File: config.mk
export PLATFORM = sky130hd
export DESIGN_NAME = alu_seq
export DESIGN_NICKNAME = d
export VERILOG_FILES = /design/src/rtl/alu_seq.sv
export SDC_FILE = /design/constraint.sdc
export NUM_CORES = 1
export LEC_CHECK = 0
export ABC_AREA = 1
export BUFFER_PORTS_ARGS = -buffer_cell sky130_fd_sc_hd__buf_2
export CAP_MARGIN = 20
export CORE_MARGIN = 8
export CORE_UTILIZATION = 45
export CTS_CLUSTER_SIZE = 20
export DETAILED_ROUTE_END_ITERATION = 12
export PLACE_DENSITY = 0.75
export SLEW_MARGIN = 15
export SYNTH_ARGS = -nofsm -noshare
export SYNTH_HDL_FRONTEND = slang
export SYNTH_SLANG_ARGS = --single-unit
File: constraint.sdc
create_clock -name clk -period 5.8 [get_ports clk]
set_input_delay 0.58 -clock clk [delete_from_list [all_inputs] [get_ports clk]]
set_output_delay 0.58 -clock clk [all_outputs]
set_load 0.02 [all_outputs]
File: src/rtl/alu_seq.sv
// Sequential ALU: single-cycle logic/arith ops, multi-cycle SHL (one bit per
// cycle) and shift-add MUL, with valid/ready handshakes on both sides.
module alu_seq #(
    parameter int WIDTH = 8,
    parameter int CW    = $clog2(WIDTH)
) (
    input  logic             clk,
    input  logic             rst,
    input  logic             in_valid,
    output logic             in_ready,
    input  logic [2:0]       f,
    input  logic [WIDTH-1:0] a,
    input  logic [WIDTH-1:0] b,
    output logic             out_valid,
    input  logic             out_ready,
    output logic [WIDTH-1:0] result,
    output logic [3:0]       flags
);

    localparam logic [2:0] OP_ADD = 3'b000, OP_SUB = 3'b001, OP_AND = 3'b010,
                           OP_OR  = 3'b011, OP_NOT = 3'b100, OP_XOR = 3'b101,
                           OP_SHL = 3'b110, OP_MUL = 3'b111;

    typedef enum logic [1:0] {IDLE, BUSY, DONE} state_t;

    state_t               state;
    logic [2:0]           op;
    logic [2*WIDTH-1:0]   sa, prod;
    logic [WIDTH-1:0]     rb;
    logic [CW-1:0]        cnt, last;

    logic                 cin, ovf, go_busy;
    logic [WIDTH-1:0]     bb, alu_res;
    logic [WIDTH:0]       sum;
    logic                 alu_c;
    logic [CW-1:0]        amt;
    logic [2*WIDTH-1:0]   sa_nx, prod_nx;
    logic [WIDTH-1:0]     fin_res;
    logic                 fin_c, fin_v;
    logic [3:0]           fin_flags;

    // Live-operand datapath for the single-cycle ops; it is only consumed
    // on the accept edge, so it sees exactly the values being captured.
    always_comb begin
        cin     = (f == OP_SUB);
        bb      = cin ? ~b : b;
        sum     = {1'b0, a} + {1'b0, bb} + {{WIDTH{1'b0}}, cin};
        ovf     = (a[WIDTH-1] == bb[WIDTH-1]) && (sum[WIDTH-1] != a[WIDTH-1]);
        amt     = CW'(32'(b) % WIDTH);
        go_busy = (f == OP_MUL) || ((f == OP_SHL) && (amt != '0));
        alu_c   = 1'b0;
        case (f)
            OP_ADD, OP_SUB: begin alu_res = sum[WIDTH-1:0]; alu_c = sum[WIDTH]; end
            OP_AND:  alu_res = a & b;
            OP_OR:   alu_res = a | b;
            OP_NOT:  alu_res = ~a;
            OP_XOR:  alu_res = a ^ b;
            default: alu_res = a;          // SHL by zero passes a through
        endcase
    end

    // One multi-cycle step: sa is shifted for both SHL and MUL (as multiplicand)
    always_comb begin
        sa_nx   = sa << 1;
        prod_nx = prod + (rb[0] ? sa : '0);
        if (state == BUSY) begin
            fin_v = 1'b0;
            if (op == OP_MUL) begin
                fin_res = prod_nx[WIDTH-1:0];
                fin_c   = |prod_nx[2*WIDTH-1:WIDTH];
            end else begin
                fin_res = sa_nx[WIDTH-1:0];
                fin_c   = sa[WIDTH-1];
            end
        end else begin
            fin_res = alu_res;
            fin_c   = alu_c;
            fin_v   = ((f == OP_ADD) || (f == OP_SUB)) ? ovf : 1'b0;
        end
        fin_flags = {fin_res[WIDTH-1], (fin_res == '0), fin_v, fin_c};
    end

    always_ff @(posedge clk) begin
        if (rst) begin
            state     <= IDLE;
            in_ready  <= 1'b1;
            out_valid <= 1'b0;
            result    <= '0;
            flags     <= '0;
            cnt       <= '0;
            last      <= '0;
            op        <= '0;
            sa        <= '0;
            prod      <= '0;
            rb        <= '0;
        end else begin
            case (state)
                IDLE: if (in_valid) begin
                    op       <= f;
                    sa       <= {{WIDTH{1'b0}}, a};
                    rb       <= b;
                    prod     <= '0;
                    cnt      <= '0;
                    in_ready <= 1'b0;
                    if (go_busy) begin
                        state <= BUSY;
                        last  <= (f == OP_MUL) ? CW'(WIDTH - 1) : amt - CW'(1);
                    end else begin
                        state     <= DONE;
                        out_valid <= 1'b1;
                        result    <= fin_res;
                        flags     <= fin_flags;
                    end
                end
                // cnt stops at last (step count - 1), so it never needs to hold WIDTH
                BUSY: begin
                    sa   <= sa_nx;
                    rb   <= rb >> 1;
                    prod <= prod_nx;
                    if (cnt == last) begin
                        state     <= DONE;
                        out_valid <= 1'b1;
                        result    <= fin_res;
                        flags     <= fin_flags;
                    end else begin
                        cnt <= cnt + CW'(1);
                    end
                end
                DONE: if (out_ready) begin
                    state     <= IDLE;
                    out_valid <= 1'b0;
                    in_ready  <= 1'b1;
                end
                default: state <= IDLE;
            endcase
        end
    end

endmodule

==> results of run 1 <==
==> how the worst max path moves through the flow <==
stage / slack (ns) / from / end / cells past startpoint
6_report: 3.06 / rb[0] / flags[2] / 15
5_1_grt: 2.70 / state[1] / sa[11] / 6
4_1_cts: 3.08 / state[1] / sa[0] / 6
3_5_place_dp: 2.86 / f[2] / flags[2] / 16
3_3_place_gp: 2.91 / f[2] / result[7] / 17
2_1_floorplan: 3.23 / f[1] / flags[2] / 16
==> cell usage in the layout, fill, tap and decap left out, drive strengths merged <==
cell type / Yosys / final
o31ai: 1 / 1
a21boi: 1 / 1
dfxtp: 64 / 64
a31oi: 17 / 17
buf: 13 / 38
a211oi: 1 / 1
clkinvlp: 0 / 1
ha: 41 / 41
a211o: 1 / 1
o211ai: 5 / 5
nand3: 56 / 56
clkinv: 2 / 5
xor2: 11 / 11
xnor2: 5 / 5
a21oi: 73 / 73
clkbuf: 14 / 11
fa: 2 / 2
inv: 99 / 99
nand3b: 2 / 2
o2111ai: 1 / 1
nor3: 5 / 5
nand4: 11 / 11
nor2: 49 / 49
o221ai: 1 / 1
o21ai: 44 / 44
nand2: 228 / 228
or2: 5 / 5
o21bai: 1 / 1
a21o: 1 / 1
o21a: 2 / 2
==> state kept, by name (all words and copies together) (netlist names) <==
| register | count |
|---|---|
| prod | 16 |
| op | 3 |
| cnt | 3 |
| rb | 8 |
| state | 2 |
| result | 8 |
| out_valid | 1 |
| flags | 3 |
| sa | 16 |
| in_ready | 1 |
| last | 3 |
==> worst max-delay path, delay by kind of cell, from the launching register on <==
kind                     cells  cell delay, ns
adder cells (fa/ha/maj)      2            0.65
buffers and inverters        1            0.05
AND/OR/NAND/NOR             10            1.04
AO/OA/AOI/OAI                2            0.42
flip-flops                   1            0.51
==> logic make-up after synthesis <==
kind of cell / after synthesis
buffers and inverters: 128
adders and majority gates: 43
AOI/OAI and AO/OA: 149
and+or+nand+nor: 356
xor gates and xnor gates: 16
DFF: 64
==> power breakdown <==
group	leakage (nW)	internal (mW)	switching (mW)	total (mW)
combinational	2.01	0.0838	0.171	0.255
sequential	0.523	0.468	0.0254	0.494
clock	0.0789	0.151	0.177	0.328
total	2.61	0.703	0.373	1.08
==> per-layer routing <==
| metal | wire, µm | vias up | GRT usage, % | part of all wire, % |
|---|---|---|---|---|
| li1 | - | 2497 | - | - |
| met1 | 5790 | 2235 | 23.43 | 45 |
| met2 | 6101 | 131 | 30.49 | 48 |
| met3 | 779 | 15 | 2.771 | 6.1 |
| met4 | 142 | 0 | 4.762 | 1.1 |
| met5 | 0 | - | 0 | 0 |
==> area by class of cell <==
type	instances	area, µm²	area share (%)
Sequential cell	64	1281	24.60
Clock buffer	11	131.4	2.522
Clock inverter	4	22.52	0.4324
Multi-Input combinational cell	564	3022	58.01
Tap cell	140	175.2	3.363
Timing Repair Buffer	38	195.2	3.747
Inverter	101	381.6	7.326
==> metrics by stage <==
| stage | cell area, µm² | util, % | std cells |
|---|---|---|---|
| 2_1_floorplan | 4825 | - | 756 |
| 3_3_place_gp | 5055 | 47.46 | 907 |
| 3_5_place_dp | 5055 | 47.46 | 907 |
| 4_1_cts | 5209 | 48.91 | 922 |
| 5_1_grt | 5209 | 48.91 | 922 |
| 6_report | 5209 | 48.91 | 922 |
==> run_results.csv, run 1 <==
group,metric,value,unit
logic_synthesis,synth_top_family_by_area,"simple AND/OR/NAND/NOR gates",
setup_path,r2r.worst_path.cells,15,
setup_path,criticalPathCategory,"flip-flop to flip-flop",
timing,rsz0062_at_grt,"false",
placement,portBuffers,36,
drt,drt_iter0_markers,432,
global_routing,grt_pass1_wl,21470,µm
clock_network,clock_latency,0.35,ns
timing,skew,0.01723,ns
logic_synthesis,yosysMostFrequentCell,"nand2_1",
drt,drc,0,
setup_path,endpoint_kind,"flip-flop",
setup_path,cp_data_arrival_time,3.01,ns
global_routing,first_global_vias,4507,
logic_synthesis,syn_area,4825,µm²
logic_synthesis,yosys-top-cells-area,"dfxtp_1 27%, nand2_1 17%, ha_1 11%, a21oi_1 7.5%, inv_1 7.3%",
final_layout,diodes,0,
min_path,hp-class,"flip-flop to flip-flop",
logic_synthesis,synth_xor_area_share,2.905,%
die,coreArea,10650,µm²
timing,layout_setup_ws,3.063,ns
logic_synthesis,syn_area_per_cell,6.382,µm²
min_path,hold_start,"out_valid",
die,ioPinCount,37,
clock_network,post_cts_buffers,0,
pwr,power.density,206.6,nW/µm²
final_layout,syn2layout_area_growth,7.962,%
timing,min_period_over_period,47.19,%
drt,viasPerCell,5.291,
timing,finalSetupTns,0,ns
drt,drtAntennaViolNets,0,
logic_synthesis,synthFlopType,"dfxtp_1",
flow_run,drv_cap,0,
timing,fin_crit,2.737,ns
clock_network,ctsResizeCount,0,
clock_network,cts_sinks,64,
logic_synthesis,ys_warn_count,0,
die,initial_core_util,45.30,%
die,die_h,119.5,µm
clock_network,cts_root_buf,"clkbuf_8",
clock_network,postCtsHoldBufs,0,
setup_path,cp_common_cell,"nand2_1",
placement,place_ws,2.857,ns
setup_path,r2r_end,"flags[2]",
final_layout,fillers,1163,
final_layout,drive_gt1_share,9.463,%
timing,max_slew_margin,30.09,%
timing,holdWs,0.4675,ns
clock_network,cts_tree,"built",
pwr,p_leak,2.611,nW
logic_synthesis,synth.area.mux_share,0,%
setup_path,crit_fanout,17,
min_path,hold_end,"out_valid",
logic_synthesis,synth-adder-area-share,11.46,%
status,status,"complete, no violations",
logic_synthesis,ys_types,40,
timing,worst_pin_slew,1.041,ns
timing,final_max_slew_viol_count,0,
setup_path,cp_slowest_cell,"dfxtp_1",
drt,wl_per_cell,13.90,µm
logic_synthesis,synth_top_area_share,26.56,%
drt,vias,4878,
die,fp.dieW,119.5,µm
logic_synthesis,synth_edf_count,0,
drt,detailedRoute.firstPassIterationCount,5,
timing,finalSetupViolCount,0,
clock_network,h-tree-depth,3,
global_routing,antenna_found_initial,0,
clock_network,clockBufferDepth,2,
logic_synthesis,async_flop_share,0,%
logic_synthesis,synthSimpleGateAreaFrac,31.20,%
setup_path,critPathMaxStageDelay,0.51,ns
setup_path,crit_required,6.07,ns
pwr,power,1.076,mW
final_layout,fin_nets,844,
logic_synthesis,synth_compound_area_share,16.91,%
logic_synthesis,syn_inst,756,
drt,routed_wirelength,12810,µm
clock_network,cts_made_buffers,9,
logic_synthesis,synth-seq-area-share,26.56,%
logic_synthesis,synth_top_cell_by_area,"dfxtp_1",
placement,gp_congestion,0.9383,
min_path,hold_path_depth,2,
logic_synthesis,yosys-top-cells-count,"220 x nand2_1, 94 x inv_1, 72 x a21oi_1",
setup_path,critical_path.cell_chain,"nand2_1 > inv_1 > ha_1 > fa_1 > nand3_1 > nand2_1 > nand2_1 > nand2_1 > o21ai_0 > nand2_1 > nor2_1 > nand3_1 > nor2_1 > nand3_1 > a21oi_1",
setup_path,rrSetupSlack,3.06,ns
logic_synthesis,syn_nets,822,
setup_path,cp-start-kind,"flip-flop",
global_routing,grt_max_degree,48,
pwr,peakVddDrop,127.5,µV
die,die_area,14290,µm²
global_routing,grt_overflow,0,
die,rows,38,
placement,dpl.hpwl,9396,µm
timing,hold_violations,0,
setup_path,r2r-start,"rb[0]",
global_routing,grt_usage,18.04,%
clock_network,path_clk_slew,0.07,ns
timing,max_freq,365.3,MHz
logic_synthesis,ys_seq_elements,64,
(Power assumes the default switching activity.)
==> run 2: changes to the inputs <==
==> constraint.sdc (replaced) <==
create_clock -name clk -period 2.6 [get_ports clk]
set_input_delay 0.26 -clock clk [delete_from_list [all_inputs] [get_ports clk]]
set_output_delay 0.26 -clock clk [all_outputs]
set_load 0.02 [all_outputs]
==> run_results.csv, run 2 (same netlist as run 1, synthesis figures left out) <==
group,metric,value,unit
status,status,"complete, no violations",
placement,portBuffers,36,
placement,dpl.hpwl,9779,µm
global_routing,grt_max_degree,35,
timing,fin_crit,2.418,ns
clock_network,h-tree-depth,3,
die,die_area,14290,µm²
final_layout,top_regs,"prod (16), sa (16)",
timing,layout_setup_ws,0.1821,ns
placement,gp_congestion,0.9438,
placement,place_ws,0.09574,ns
clock_network,cts_sinks,64,
timing,skew,0.01133,ns
drt,drt_iter0_markers,369,
clock_network,clockBufferDepth,2,
timing,finalSetupTns,0,ns
drt,wl_per_cell,13.74,µm
placement,placed_cell_area,5167,µm²
drt,vias,4921,
timing,max_freq,413.6,MHz
drt,viasPerCell,5.252,
timing,max_slew_margin,43.53,%
drt,drc,0,
final_layout,post-route-util,50.38,%
global_routing,antenna_found_initial,0,
clock_network,clock_latency,0.35,ns
clock_network,cts_root_buf,"clkbuf_8",
die,fp.dieW,119.5,µm
drt,drtAntennaViolNets,0,
pwr,p_leak,2.702,nW
clock_network,cts_made_buffers,9,
pwr,seq_power_share,43.5,%
clock_network,path_clk_slew,0.08,ns
die,die_h,119.5,µm
timing,worst_pin_slew,0.8461,ns
pwr,switching_share,33.21,%
clock_network,cts_tree,"built",
timing,finalSetupViolCount,0,
die,coreArea,10650,µm²
timing,final_max_slew_viol_count,0,
pwr,internal-power,1.684,mW
timing,min_period_over_period,93.00,%
final_layout,final_cell_mix,"220 x nand2_1, 94 x inv_1, 71 x a21oi_1",
final_layout,mostFrequentLayoutCell,"nand2_1",
global_routing,first_global_vias,4538,
pwr,power.density,470.0,nW/µm²
die,ioPinCount,37,
die,initial_core_util,45.30,%
final_layout,syn2layout_area_growth,11.20,%
drt,detailedRoute.firstPassIterationCount,5,
setup_path,cp_data_arrival_time,2.70,ns
final_layout,post-route-cell-area,5365,µm²
pwr,pwr-share-comb,23.7,%
min_path,hold_path_depth,4,
final_layout,drive_gt1_share,11.79,%
setup_path,r2r.worst_path.cells,15,
final_layout,diodes,0,
drt,routed_wirelength,12870,µm
setup_path,crit_required,2.88,ns
setup_path,crit_fanout,10,
clock_network,post_cts_buffers,0,
timing,holdWs,0.2105,ns
flow_run,drv_cap,0,
die,rows,38,
pwr,p_switching,0.8374,mW
global_routing,grt_overflow,0,
timing,hold_violations,0,
timing,rsz0062_at_grt,"false",
pwr,peakVddDrop,435.1,µV
global_routing,grt_pass1_wl,21780,µm
final_layout,fin_nets,859,
pwr,power_frac_clock,32.8,%
setup_path,cp-start-kind,"flip-flop",
global_routing,grt_usage,18.28,%
setup_path,endpoint_kind,"flip-flop",
min_path,hp-class,"primary input to flip-flop",
setup_path,criticalPathCategory,"flip-flop to flip-flop",
run 2: metrics by stage:
stage,power (mW),instances
global route,2.668,937
global placement,1.703,922
CTS,2.529,937
finish,2.522,937
floorplan,1.526,756
detailed placement,1.707,922
run 2: final cells by class:
class | instances | area [µm²]
clock buffers | 9 | 123.9
clock inverters | 6 | 61.31
fillers | 1135 | 5285
inverters | 101 | 381.6
multi-input cells | 564 | 3033
flip-flops and latches | 64 | 1282
well taps | 140 | 175.2
repair buffers | 53 | 307.8
run 2: path summary, 6_finish.rpt:
kind | startpoint | to | slack (ns)
max reg2reg | rb[0] | flags[2] | 0.18
max | rb[0] | flags[2] | 0.18
min reg2reg | out_valid | out_valid | 0.47
min | out_ready | state[1] | 0.21
run 2: timing repair:
item                                    4_1_cts  5_1_grt
endpoints found under the setup margin        0        5
resized for setup                             0        4
hold buffers                                  0        0
run 2: power by group through the flow:
stage                     logic [mW]  registers, mW  clock network [mW]
after global placement         0.586           1.12                   0
after CTS                      0.594           1.09               0.841
after global routing           0.673           1.10               0.892
after floorplan                0.395           1.13                   0
final                          0.598           1.10               0.828
after detailed placement       0.591           1.12                   0
run 2: critical path, stage by stage (launching register included):
cell	delay (ns)
dfxtp_2	0.35
buf_4	0.17
nand2_1	0.07
inv_1	0.06
fa_1	0.46
nand3_1	0.13
nand2_1	0.10
nand2_1	0.07
nand2_1	0.08
o21ai_0	0.25
nand2_1	0.14
nor2_1	0.11
nand3_1	0.08
nor2_1	0.09
nand3_1	0.08
a21oi_1	0.11
run 2: per-layer routing:
metal / GRT usage (%) / share of wire, %
met3: 3.006 / 4.7
met5: 0 / 0
met2: 29.97 / 47
met4: 5.855 / 1.6
met1: 24.00 / 47
